--- src/rtl/ap_seq_if.sv ---
// Stream and associative-processor bus bundle for ap_seq.
// master = sequencer side, slave = environment (stream source/sink and AP array).
interface ap_seq_if #(
  parameter int WORD_SIZE = 8,
  parameter int ADDR_W    = 9
);
  logic                 s_valid;
  logic                 s_ready;
  logic [WORD_SIZE-1:0] s_data;
  logic                 m_valid;
  logic                 m_ready;
  logic [WORD_SIZE-1:0] m_data;
  logic                 m_last;
  logic [ADDR_W-1:0]    ap_addr;
  logic [WORD_SIZE-1:0] ap_data;
  logic                 ap_write_en;
  logic                 ap_read_en;
  logic                 ap_mode;
  logic                 ap_rst;
  logic                 ap_sel_internal_col;
  logic [1:0]           ap_sel_col;
  logic [2:0]           ap_cmd;
  logic [WORD_SIZE-1:0] ap_data_out;
  logic                 ap_state_irq;

  modport master (
    input  s_valid, s_data, m_ready, ap_data_out, ap_state_irq,
    output s_ready, m_valid, m_data, m_last, ap_addr, ap_data, ap_write_en,
           ap_read_en, ap_mode, ap_rst, ap_sel_internal_col, ap_sel_col, ap_cmd
  );

  modport slave (
    output s_valid, s_data, m_ready, ap_data_out, ap_state_irq,
    input  s_ready, m_valid, m_data, m_last, ap_addr, ap_data, ap_write_en,
           ap_read_en, ap_mode, ap_rst, ap_sel_internal_col, ap_sel_col, ap_cmd
  );
endinterface

--- src/rtl/ap_seq.sv ---
// Job sequencer for an associative-processor column: clear, load A/B, compute, read back.
// Optional compute watchdog enabled by defining AP_SEQ_TIMEOUT_EN.
module ap_seq #(
  parameter int WORD_SIZE      = 8,
  parameter int CELL_QUANT     = 512,
  parameter int ADDR_W         = $clog2(CELL_QUANT),
  parameter int READ_LAT       = 1,
  parameter int TIMEOUT_CYCLES = 65535
) (
  input  logic        CLK100MHZ,
  input  logic        rst_n,
  input  logic        start,
  input  logic [2:0]  cmd_in,
  input  logic        bank_in,
  output logic        busy,
  output logic        done,
  output logic        error,
  ap_seq_if.master    bus
);

  localparam logic [2:0] S_IDLE    = 3'd0;
  localparam logic [2:0] S_CLEAR   = 3'd1;
  localparam logic [2:0] S_LOAD_A  = 3'd2;
  localparam logic [2:0] S_LOAD_B  = 3'd3;
  localparam logic [2:0] S_COMPUTE = 3'd4;
  localparam logic [2:0] S_READ    = 3'd5;
  localparam logic [2:0] S_FINISH  = 3'd6;
  localparam logic [ADDR_W-1:0] LAST_CELL = ADDR_W'(CELL_QUANT - 1);

  logic [2:0]                 state_q, state_d;
  logic [2:0]                 cmd_q, cmd_d;
  logic                       bank_q, bank_d;
  logic                       busy_q, busy_d;
  logic                       done_q, done_d;
  logic [ADDR_W-1:0]          cell_q, cell_d;
  logic                       rd_all_q, rd_all_d;
  logic                       rd_last_q, rd_last_d;
  logic [2:0]                 inflight_q, inflight_d;
  logic [READ_LAT-1:0]        vpipe_q, vpipe_d;
  logic [READ_LAT-1:0]        lpipe_q, lpipe_d;
  logic [3:0][WORD_SIZE-1:0]  fifo_data_q, fifo_data_d;
  logic [3:0]                 fifo_last_q, fifo_last_d;
  logic [1:0]                 wr_ptr_q, wr_ptr_d;
  logic [1:0]                 rd_ptr_q, rd_ptr_d;
  logic [2:0]                 fifo_cnt_q, fifo_cnt_d;
  logic [ADDR_W-1:0]          ap_addr_q, ap_addr_d;
  logic [WORD_SIZE-1:0]       ap_data_q, ap_data_d;
  logic                       ap_we_q, ap_we_d;
  logic                       ap_re_q, ap_re_d;
  logic                       ap_mode_q, ap_mode_d;
  logic                       ap_rst_q, ap_rst_d;
  logic                       ap_sic_q, ap_sic_d;
  logic [1:0]                 ap_sel_col_q, ap_sel_col_d;
  logic [2:0]                 ap_cmd_q, ap_cmd_d;
`ifdef AP_SEQ_TIMEOUT_EN
  localparam logic [31:0] TO_LAST = 32'(TIMEOUT_CYCLES - 1);
  logic [31:0]                to_cnt_q, to_cnt_d;
  logic                       error_q, error_d;
`endif

  logic              beat;
  logic              push;
  logic              pop;
  logic              head_last;
  logic              issue;
  logic [2:0]        free_slots;
  logic [ADDR_W-1:0] cell_next;

  assign beat       = bus.s_valid & bus.s_ready;
  assign push       = vpipe_q[READ_LAT-1];
  assign pop        = bus.m_valid & bus.m_ready;
  assign head_last  = fifo_last_q[rd_ptr_q];
  assign free_slots = 3'd4 - fifo_cnt_q;
  assign cell_next  = (cell_q == LAST_CELL) ? '0 : cell_q + ADDR_W'(1'b1);

  // Job FSM and next values of the registered AP strobes.
  always_comb begin
    state_d      = state_q;
    cmd_d        = cmd_q;
    bank_d       = bank_q;
    busy_d       = busy_q;
    done_d       = 1'b0;
    cell_d       = cell_q;
    rd_all_d     = rd_all_q;
    rd_last_d    = 1'b0;
    issue        = 1'b0;
    ap_addr_d    = '0;
    ap_data_d    = '0;
    ap_we_d      = 1'b0;
    ap_re_d      = 1'b0;
    ap_mode_d    = 1'b0;
    ap_rst_d     = 1'b0;
    ap_sel_col_d = 2'd0;
    ap_cmd_d     = 3'd0;
`ifdef AP_SEQ_TIMEOUT_EN
    to_cnt_d     = to_cnt_q;
    error_d      = error_q;
`endif
    case (state_q)
      S_IDLE: begin
        if (start) begin
          cmd_d    = cmd_in;
          bank_d   = bank_in;
          busy_d   = 1'b1;
          ap_rst_d = 1'b1;
          cell_d   = '0;
          rd_all_d = 1'b0;
          state_d  = S_CLEAR;
`ifdef AP_SEQ_TIMEOUT_EN
          error_d  = 1'b0;
`endif
        end else begin
          state_d = S_IDLE;
        end
      end
      S_CLEAR: begin
        cell_d  = '0;
        state_d = S_LOAD_A;
      end
      S_LOAD_A, S_LOAD_B: begin
        if (beat) begin
          ap_we_d      = 1'b1;
          ap_data_d    = bus.s_data;
          ap_addr_d    = cell_q;
          ap_sel_col_d = (state_q == S_LOAD_B) ? 2'd1 : 2'd0;
          cell_d       = cell_next;
          if (cell_q != LAST_CELL) begin
            state_d = state_q;
          end else if (state_q == S_LOAD_A) begin
            state_d = S_LOAD_B;
          end else begin
            state_d   = S_COMPUTE;
            ap_mode_d = 1'b1;
            ap_cmd_d  = cmd_q;
`ifdef AP_SEQ_TIMEOUT_EN
            to_cnt_d  = '0;
`endif
          end
        end else begin
          ap_we_d = 1'b0;
        end
      end
      S_COMPUTE: begin
        if (bus.ap_state_irq) begin
          state_d  = S_READ;
          cell_d   = '0;
          rd_all_d = 1'b0;
        end
`ifdef AP_SEQ_TIMEOUT_EN
        else if (to_cnt_q == TO_LAST) begin
          state_d = S_IDLE;
          busy_d  = 1'b0;
          done_d  = 1'b1;
          error_d = 1'b1;
        end
`endif
        else begin
          ap_mode_d = 1'b1;
          ap_cmd_d  = cmd_q;
`ifdef AP_SEQ_TIMEOUT_EN
          to_cnt_d  = to_cnt_q + 32'd1;
`endif
        end
      end
      S_READ: begin
        // Reads in flight already own FIFO slots, so a new read needs a slot beyond them.
        if (!rd_all_q && (free_slots > inflight_q)) begin
          issue        = 1'b1;
          ap_re_d      = 1'b1;
          ap_addr_d    = cell_q;
          ap_sel_col_d = 2'd2;
          cell_d       = cell_next;
          rd_last_d    = (cell_q == LAST_CELL);
          rd_all_d     = (cell_q == LAST_CELL);
        end else begin
          issue = 1'b0;
        end
        if (pop && head_last) begin
          state_d = S_FINISH;
        end else begin
          state_d = S_READ;
        end
      end
      S_FINISH: begin
        done_d  = 1'b1;
        busy_d  = 1'b0;
        state_d = S_IDLE;
      end
      default: begin
        busy_d  = 1'b0;
        state_d = S_IDLE;
      end
    endcase
    ap_sic_d = busy_d ? bank_d : 1'b0;
  end

  // Read-latency tracking, output FIFO and in-flight accounting.
  always_comb begin
    vpipe_d     = (vpipe_q << 1) | READ_LAT'(ap_re_q);
    lpipe_d     = (lpipe_q << 1) | READ_LAT'(rd_last_q);
    fifo_data_d = fifo_data_q;
    fifo_last_d = fifo_last_q;
    if (push) begin
      fifo_data_d[wr_ptr_q] = bus.ap_data_out;
      fifo_last_d[wr_ptr_q] = lpipe_q[READ_LAT-1];
      wr_ptr_d              = wr_ptr_q + 2'd1;
    end else begin
      wr_ptr_d = wr_ptr_q;
    end
    if (pop) begin
      rd_ptr_d = rd_ptr_q + 2'd1;
    end else begin
      rd_ptr_d = rd_ptr_q;
    end
    fifo_cnt_d = fifo_cnt_q + {2'b00, push} - {2'b00, pop};
    inflight_d = inflight_q + {2'b00, issue} - {2'b00, push};
  end

  // State registers; everything clears asynchronously on rst_n.
  always_ff @(posedge CLK100MHZ or negedge rst_n) begin
    if (!rst_n) begin
      state_q      <= S_IDLE;
      cmd_q        <= 3'd0;
      bank_q       <= 1'b0;
      busy_q       <= 1'b0;
      done_q       <= 1'b0;
      cell_q       <= '0;
      rd_all_q     <= 1'b0;
      rd_last_q    <= 1'b0;
      inflight_q   <= 3'd0;
      vpipe_q      <= '0;
      lpipe_q      <= '0;
      fifo_data_q  <= '0;
      fifo_last_q  <= 4'd0;
      wr_ptr_q     <= 2'd0;
      rd_ptr_q     <= 2'd0;
      fifo_cnt_q   <= 3'd0;
      ap_addr_q    <= '0;
      ap_data_q    <= '0;
      ap_we_q      <= 1'b0;
      ap_re_q      <= 1'b0;
      ap_mode_q    <= 1'b0;
      ap_rst_q     <= 1'b0;
      ap_sic_q     <= 1'b0;
      ap_sel_col_q <= 2'd0;
      ap_cmd_q     <= 3'd0;
    end else begin
      state_q      <= state_d;
      cmd_q        <= cmd_d;
      bank_q       <= bank_d;
      busy_q       <= busy_d;
      done_q       <= done_d;
      cell_q       <= cell_d;
      rd_all_q     <= rd_all_d;
      rd_last_q    <= rd_last_d;
      inflight_q   <= inflight_d;
      vpipe_q      <= vpipe_d;
      lpipe_q      <= lpipe_d;
      fifo_data_q  <= fifo_data_d;
      fifo_last_q  <= fifo_last_d;
      wr_ptr_q     <= wr_ptr_d;
      rd_ptr_q     <= rd_ptr_d;
      fifo_cnt_q   <= fifo_cnt_d;
      ap_addr_q    <= ap_addr_d;
      ap_data_q    <= ap_data_d;
      ap_we_q      <= ap_we_d;
      ap_re_q      <= ap_re_d;
      ap_mode_q    <= ap_mode_d;
      ap_rst_q     <= ap_rst_d;
      ap_sic_q     <= ap_sic_d;
      ap_sel_col_q <= ap_sel_col_d;
      ap_cmd_q     <= ap_cmd_d;
    end
  end

`ifdef AP_SEQ_TIMEOUT_EN
  // Compute watchdog counter and sticky error flag.
  always_ff @(posedge CLK100MHZ or negedge rst_n) begin
    if (!rst_n) begin
      to_cnt_q <= 32'd0;
      error_q  <= 1'b0;
    end else begin
      to_cnt_q <= to_cnt_d;
      error_q  <= error_d;
    end
  end
  assign error = error_q;
`else
  assign error = 1'b0;
`endif

  assign busy                    = busy_q;
  assign done                    = done_q;
  assign bus.s_ready             = (state_q == S_LOAD_A) || (state_q == S_LOAD_B);
  assign bus.m_valid             = (fifo_cnt_q != 3'd0);
  assign bus.m_data              = fifo_data_q[rd_ptr_q];
  assign bus.m_last              = bus.m_valid & head_last;
  assign bus.ap_addr             = ap_addr_q;
  assign bus.ap_data             = ap_data_q;
  assign bus.ap_write_en         = ap_we_q;
  assign bus.ap_read_en          = ap_re_q;
  assign bus.ap_mode             = ap_mode_q;
  assign bus.ap_rst              = ap_rst_q;
  assign bus.ap_sel_internal_col = ap_sic_q;
  assign bus.ap_sel_col          = ap_sel_col_q;
  assign bus.ap_cmd              = ap_cmd_q;

endmodule

--- src/flat_wrapper.sv ---
// flat-port wrapper written by rule: the top's interface ports become plain ports
module ap_seq_flat 
#(
  parameter int WORD_SIZE      = 8,
  parameter int CELL_QUANT     = 512,
  parameter int ADDR_W         = $clog2(CELL_QUANT),
  parameter int READ_LAT       = 1,
  parameter int TIMEOUT_CYCLES = 65535
)
  (CLK100MHZ, rst_n, start, cmd_in, bank_in, busy, done, error, bus_s_valid, bus_s_data, bus_m_ready, bus_ap_data_out, bus_ap_state_irq, bus_s_ready, bus_m_valid, bus_m_data, bus_m_last, bus_ap_addr, bus_ap_data, bus_ap_write_en, bus_ap_read_en, bus_ap_mode, bus_ap_rst, bus_ap_sel_internal_col, bus_ap_sel_col, bus_ap_cmd);
  ap_seq_if #(.WORD_SIZE(WORD_SIZE), .ADDR_W(ADDR_W)) bus_i ();
  input  logic CLK100MHZ;
  input  logic rst_n;
  input  logic start;
  input  logic [2:0] cmd_in;
  input  logic bank_in;
  output logic busy;
  output logic done;
  output logic error;
  input wire logic [$bits(bus_i.s_valid)-1:0] bus_s_valid;
  input wire logic [$bits(bus_i.s_data)-1:0] bus_s_data;
  input wire logic [$bits(bus_i.m_ready)-1:0] bus_m_ready;
  input wire logic [$bits(bus_i.ap_data_out)-1:0] bus_ap_data_out;
  input wire logic [$bits(bus_i.ap_state_irq)-1:0] bus_ap_state_irq;
  output wire logic [$bits(bus_i.s_ready)-1:0] bus_s_ready;
  output wire logic [$bits(bus_i.m_valid)-1:0] bus_m_valid;
  output wire logic [$bits(bus_i.m_data)-1:0] bus_m_data;
  output wire logic [$bits(bus_i.m_last)-1:0] bus_m_last;
  output wire logic [$bits(bus_i.ap_addr)-1:0] bus_ap_addr;
  output wire logic [$bits(bus_i.ap_data)-1:0] bus_ap_data;
  output wire logic [$bits(bus_i.ap_write_en)-1:0] bus_ap_write_en;
  output wire logic [$bits(bus_i.ap_read_en)-1:0] bus_ap_read_en;
  output wire logic [$bits(bus_i.ap_mode)-1:0] bus_ap_mode;
  output wire logic [$bits(bus_i.ap_rst)-1:0] bus_ap_rst;
  output wire logic [$bits(bus_i.ap_sel_internal_col)-1:0] bus_ap_sel_internal_col;
  output wire logic [$bits(bus_i.ap_sel_col)-1:0] bus_ap_sel_col;
  output wire logic [$bits(bus_i.ap_cmd)-1:0] bus_ap_cmd;
  assign bus_i.s_valid = bus_s_valid;
  assign bus_i.s_data = bus_s_data;
  assign bus_i.m_ready = bus_m_ready;
  assign bus_i.ap_data_out = bus_ap_data_out;
  assign bus_i.ap_state_irq = bus_ap_state_irq;
  assign bus_s_ready = bus_i.s_ready;
  assign bus_m_valid = bus_i.m_valid;
  assign bus_m_data = bus_i.m_data;
  assign bus_m_last = bus_i.m_last;
  assign bus_ap_addr = bus_i.ap_addr;
  assign bus_ap_data = bus_i.ap_data;
  assign bus_ap_write_en = bus_i.ap_write_en;
  assign bus_ap_read_en = bus_i.ap_read_en;
  assign bus_ap_mode = bus_i.ap_mode;
  assign bus_ap_rst = bus_i.ap_rst;
  assign bus_ap_sel_internal_col = bus_i.ap_sel_internal_col;
  assign bus_ap_sel_col = bus_i.ap_sel_col;
  assign bus_ap_cmd = bus_i.ap_cmd;
  ap_seq #(.WORD_SIZE(WORD_SIZE), .CELL_QUANT(CELL_QUANT), .ADDR_W(ADDR_W), .READ_LAT(READ_LAT), .TIMEOUT_CYCLES(TIMEOUT_CYCLES)) u_core (.CLK100MHZ(CLK100MHZ), .rst_n(rst_n), .start(start), .cmd_in(cmd_in), .bank_in(bank_in), .busy(busy), .done(done), .error(error), .bus(bus_i));
endmodule
--- config.mk ---
export PLATFORM = sky130hd
export DESIGN_NAME = ap_seq_flat
export DESIGN_NICKNAME = d
export VERILOG_FILES = /design/src/rtl/ap_seq_if.sv /design/src/rtl/ap_seq.sv /design/src/flat_wrapper.sv
export SDC_FILE = /design/constraint.sdc
export NUM_CORES = 1
export LEC_CHECK = 0
export BUFFER_PORTS_ARGS = -buffer_cell sky130_fd_sc_hd__buf_2
export CAP_MARGIN = 20
export CORE_MARGIN = 3
export CORE_UTILIZATION = 45
export DETAILED_ROUTE_END_ITERATION = 6
export PLACE_DENSITY = 0.66
export SYNTH_ARGS = -nofsm -noshare
export SYNTH_HDL_FRONTEND = slang
export SYNTH_SLANG_ARGS = --single-unit
export TNS_END_PERCENT = 5
--- constraint.sdc ---
create_clock -name CLK100MHZ -period 8.5 [get_ports CLK100MHZ]
set_clock_uncertainty 0.05 [all_clocks]
set_input_delay 0.425 -clock CLK100MHZ [delete_from_list [all_inputs] [get_ports CLK100MHZ]]
set_output_delay 0.425 -clock CLK100MHZ [all_outputs]
set_load 0.02 [all_outputs]
==> reports/results.ini <==
[detailed_routing]
wl_met3_um=359
drt_iter0_markers=46
met1_length_mm=3.28
route.met2.wl_mm=3.65
drtPass1Iterations=4
wl_per_cell_um=15.3
via_per_inst=5.15
drcViolationCount=0
wirelength_mm=7.42
vias=2502
antenna_left=0
top_layer_used=met4

[setup_path]
timing.critical_path.mode_cell=ha_1
worst-path-max-fanout=4
required_ns=8.73
r2r-end=u_core.inflight_q[2]
crit_type=flip-flop to flip-flop
path_cells=inv_1 -> ha_1 -> ha_1 -> inv_1 -> ha_1 -> nor2_1 -> a311o_1 -> nor3b_1 -> ha_1 -> inv_1 -> fa_1 -> xnor2_1 -> xnor2_1
cp-start-kind=flip-flop
crit_slowest_cell=nor3b_1
worst_setup_path_end_kind=flip-flop
r2r-start=u_core.fifo_cnt_q[1]
arrival_ns=3.32
critPathMaxStageDelay_ns=0.42
worstRegToRegCells=13
r2r_slack_ns=5.41

[cts]
cts_tree=yes
htree_levels=3
postCtsSetupBuffers=0
clk_path_buf_depth=2
numCtsBuffers=9
root_buffer=clkbuf_8
clk_latency_ns=0.36
ctsResizeCount=0
clkTransAtPathRegs_ns=0.09
cts.sink_count=95

[power]
p_leak_nw=2.31
p_int_w=0.000758
power_switching_w=0.000349
p_comb_frac=0.248
power.total_w=0.00111
clkPwrFrac=0.247
p_per_area_nw_per_um2=236
switching_share=0.316
pwr-share-seq=0.504
ir_drop_uv=96.2

[sta]
slew_headroom=0.550
hold_slack_ns=0.239
period_share=0.364
max_freq_mhz=324
rsz0062_at_grt=no
setup_tns_ns=0
hold_viol_final=0
worst_pin_slew_ns=0.675
period_needed_ns=3.09
setup_viol=0
slew_viol_final=0

[synth]
ys_top_cells_by_area=dfrtp_1 (58%), mux2_2 (11%), mux4_2 (4.9%)
synth-async-reset-ratio=1.00
synth_top_family_by_area=multiplexers
synth_most_common_cell=dfrtp_1
yosys.cell_types.count=43
synth_area_um2=4100
ys_ff_latch=95
yosys.area_share.simple=0.0867
syn-num-nets=352
synth-edff-count=0
ys.flop_type=dfrtp_1
synthCells=309
synthTopCellsByCount=dfrtp_1 (95), mux2_2 (40), inv_1 (22), o21ai_0 (19)
synth_compound_area_frac=0.0632
netlist.area_leader.share=0.580
yosysWarnings=0
synthAdderAreaFrac=0.0555
synth.avg_cell_area_um2=13.3
synthXorXnorAreaFrac=0.0171
synth.area.mux_share=0.162
ys_seq_area_frac=0.580
synth_largest_area_cell=dfrtp_1

[grt]
grt_remaining_overflow=0
grt_max_degree=55
grt_pass1_vias=2569
grtUsageTotal=0.155
antenna_found_initial=0
grt_pass1_wl_mm=12.1

[floorplan]
dieHeight_um=101
ios=67
row_count=34
die_w_um=101
die_area_um2=10300
start_util=0.466
core_um2=8810

[worst_hold_path]
worst_hold_path.endpoint=u_core.cmd_q[2]
hp-start=cmd_in[2]
hold_class=primary input to flip-flop
holdPathStages=2

[status]
status=finished clean

[finish]
drive_above_1_share=0.349
diodes=0
design_area_um2=4700
nets=417
final_util=0.534
synthToLayoutAreaGrowth_pct=14.7
nFillCells=772

[run]
drv_cap=0

[placed_design]
place_hpwl_mm=5.22
portBuffers=65
finalWeightedCongestion=0.773
placed_area_um2=4510

-- how the worst max path moves through the flow --
stage	start	end	slack (ns)	cells past startpoint
after floorplan	u_core.fifo_cnt_q[1]	u_core.inflight_q[2]	5.65	13
after global placement	u_core.fifo_cnt_q[1]	u_core.inflight_q[2]	5.52	13
after detailed placement	u_core.fifo_cnt_q[1]	u_core.inflight_q[2]	5.41	13
after CTS	u_core.fifo_cnt_q[1]	u_core.inflight_q[2]	5.39	13
after global routing	u_core.fifo_cnt_q[1]	u_core.inflight_q[2]	5.14	13
final	u_core.fifo_cnt_q[1]	u_core.inflight_q[2]	5.41	13
-- per-layer routing --
layer  GRT usage  vias to the layer above
li1            -                     1204
met1       0.198                     1233
met2       0.250                       52
met3      0.0399                       13
met4      0.0654                        0
met5           0                        -
-- what timing repair did --
action | CTS | global route
hold endpoints to repair | 30 | 0
hold buffers | 1 | 0
endpoints found under the setup margin | 0 | 0
-- power by group through the flow --
stage | combinational [W] | sequential [W] | clock [W]
2_1_floorplan | 0.000214 | 0.000549 | 0
3_3_place_gp | 0.000273 | 0.000568 | 0
3_5_place_dp | 0.000279 | 0.000568 | 0
4_1_cts | 0.000280 | 0.000560 | 0.000286
5_1_grt | 0.000309 | 0.000569 | 0.000304
6_report | 0.000275 | 0.000559 | 0.000274
-- critical path, delay by kind of cell, from the launching register on --
family | cells | cell delay, ns
flip-flops | 1 | 0.40
AO/OA/AOI/OAI | 1 | 0.34
XOR/XNOR | 2 | 0.31
buffers and inverters | 3 | 0.15
adder cells (fa/ha/maj) | 5 | 1.30
AND/OR/NAND/NOR | 2 | 0.47
-- layout by cell type, fill, tap and decap left out, drive strengths merged, types with 4 or more instances in the layout --
master  count
clkbuf     11
and3       13
xnor2       6
mux2       40
nand2      15
nor2b       4
o21ai      19
mux4        9
and2       13
inv        22
o31ai       6
dfrtp      95
ha         15
buf        66
-- flip-flops by register name (all words and copies together) (netlist names), 2 cells and up --
| signal | cells |
|---|---|
| u_core.fifo_cnt_q | 3 |
| u_core.cmd_q | 3 |
| u_core.fifo_last_q | 4 |
| u_core.inflight_q | 3 |
| u_core.wr_ptr_q | 2 |
| u_core.bus.ap_addr | 9 |
| u_core.bus.ap_sel_col | 2 |
| u_core.bus.ap_data | 8 |
| u_core.rd_ptr_q | 2 |
| u_core.cell_q | 9 |
| u_core.state_q | 3 |
| u_core.fifo_data_q | 32 |
| u_core.bus.ap_cmd | 3 |
-- through the flow --
step           cells  setup slack (ns)
3_3_place_gp     470              5.52
5_1_grt          486              5.14
3_5_place_dp     470              5.41
2_1_floorplan    309              5.65
4_1_cts          486              5.39
6_report         486              5.41
-- cell type report --
type	instances	area, um^2	area share
Clock inverter	4	31.3	0.00665
Sequential cell	95	2380	0.506
Clock buffer	11	151	0.0322
Timing Repair Buffer	67	345	0.0734
Inverter	22	82.6	0.0176
Multi-Input combinational cell	179	1580	0.336
Tap cell	108	135	0.0287
-- cell families (layout without fill, tap and decap cells) --
logic type / after synthesis / after routing
other cells: 1 / 1
buf+inv: 35 / 104
flops: 95 / 95
compound gates: 40 / 40
xor+xnor: 8 / 8
fa+ha+maj: 17 / 17
simple gates: 63 / 63
mux: 50 / 50
(Power assumes the default switching activity.)
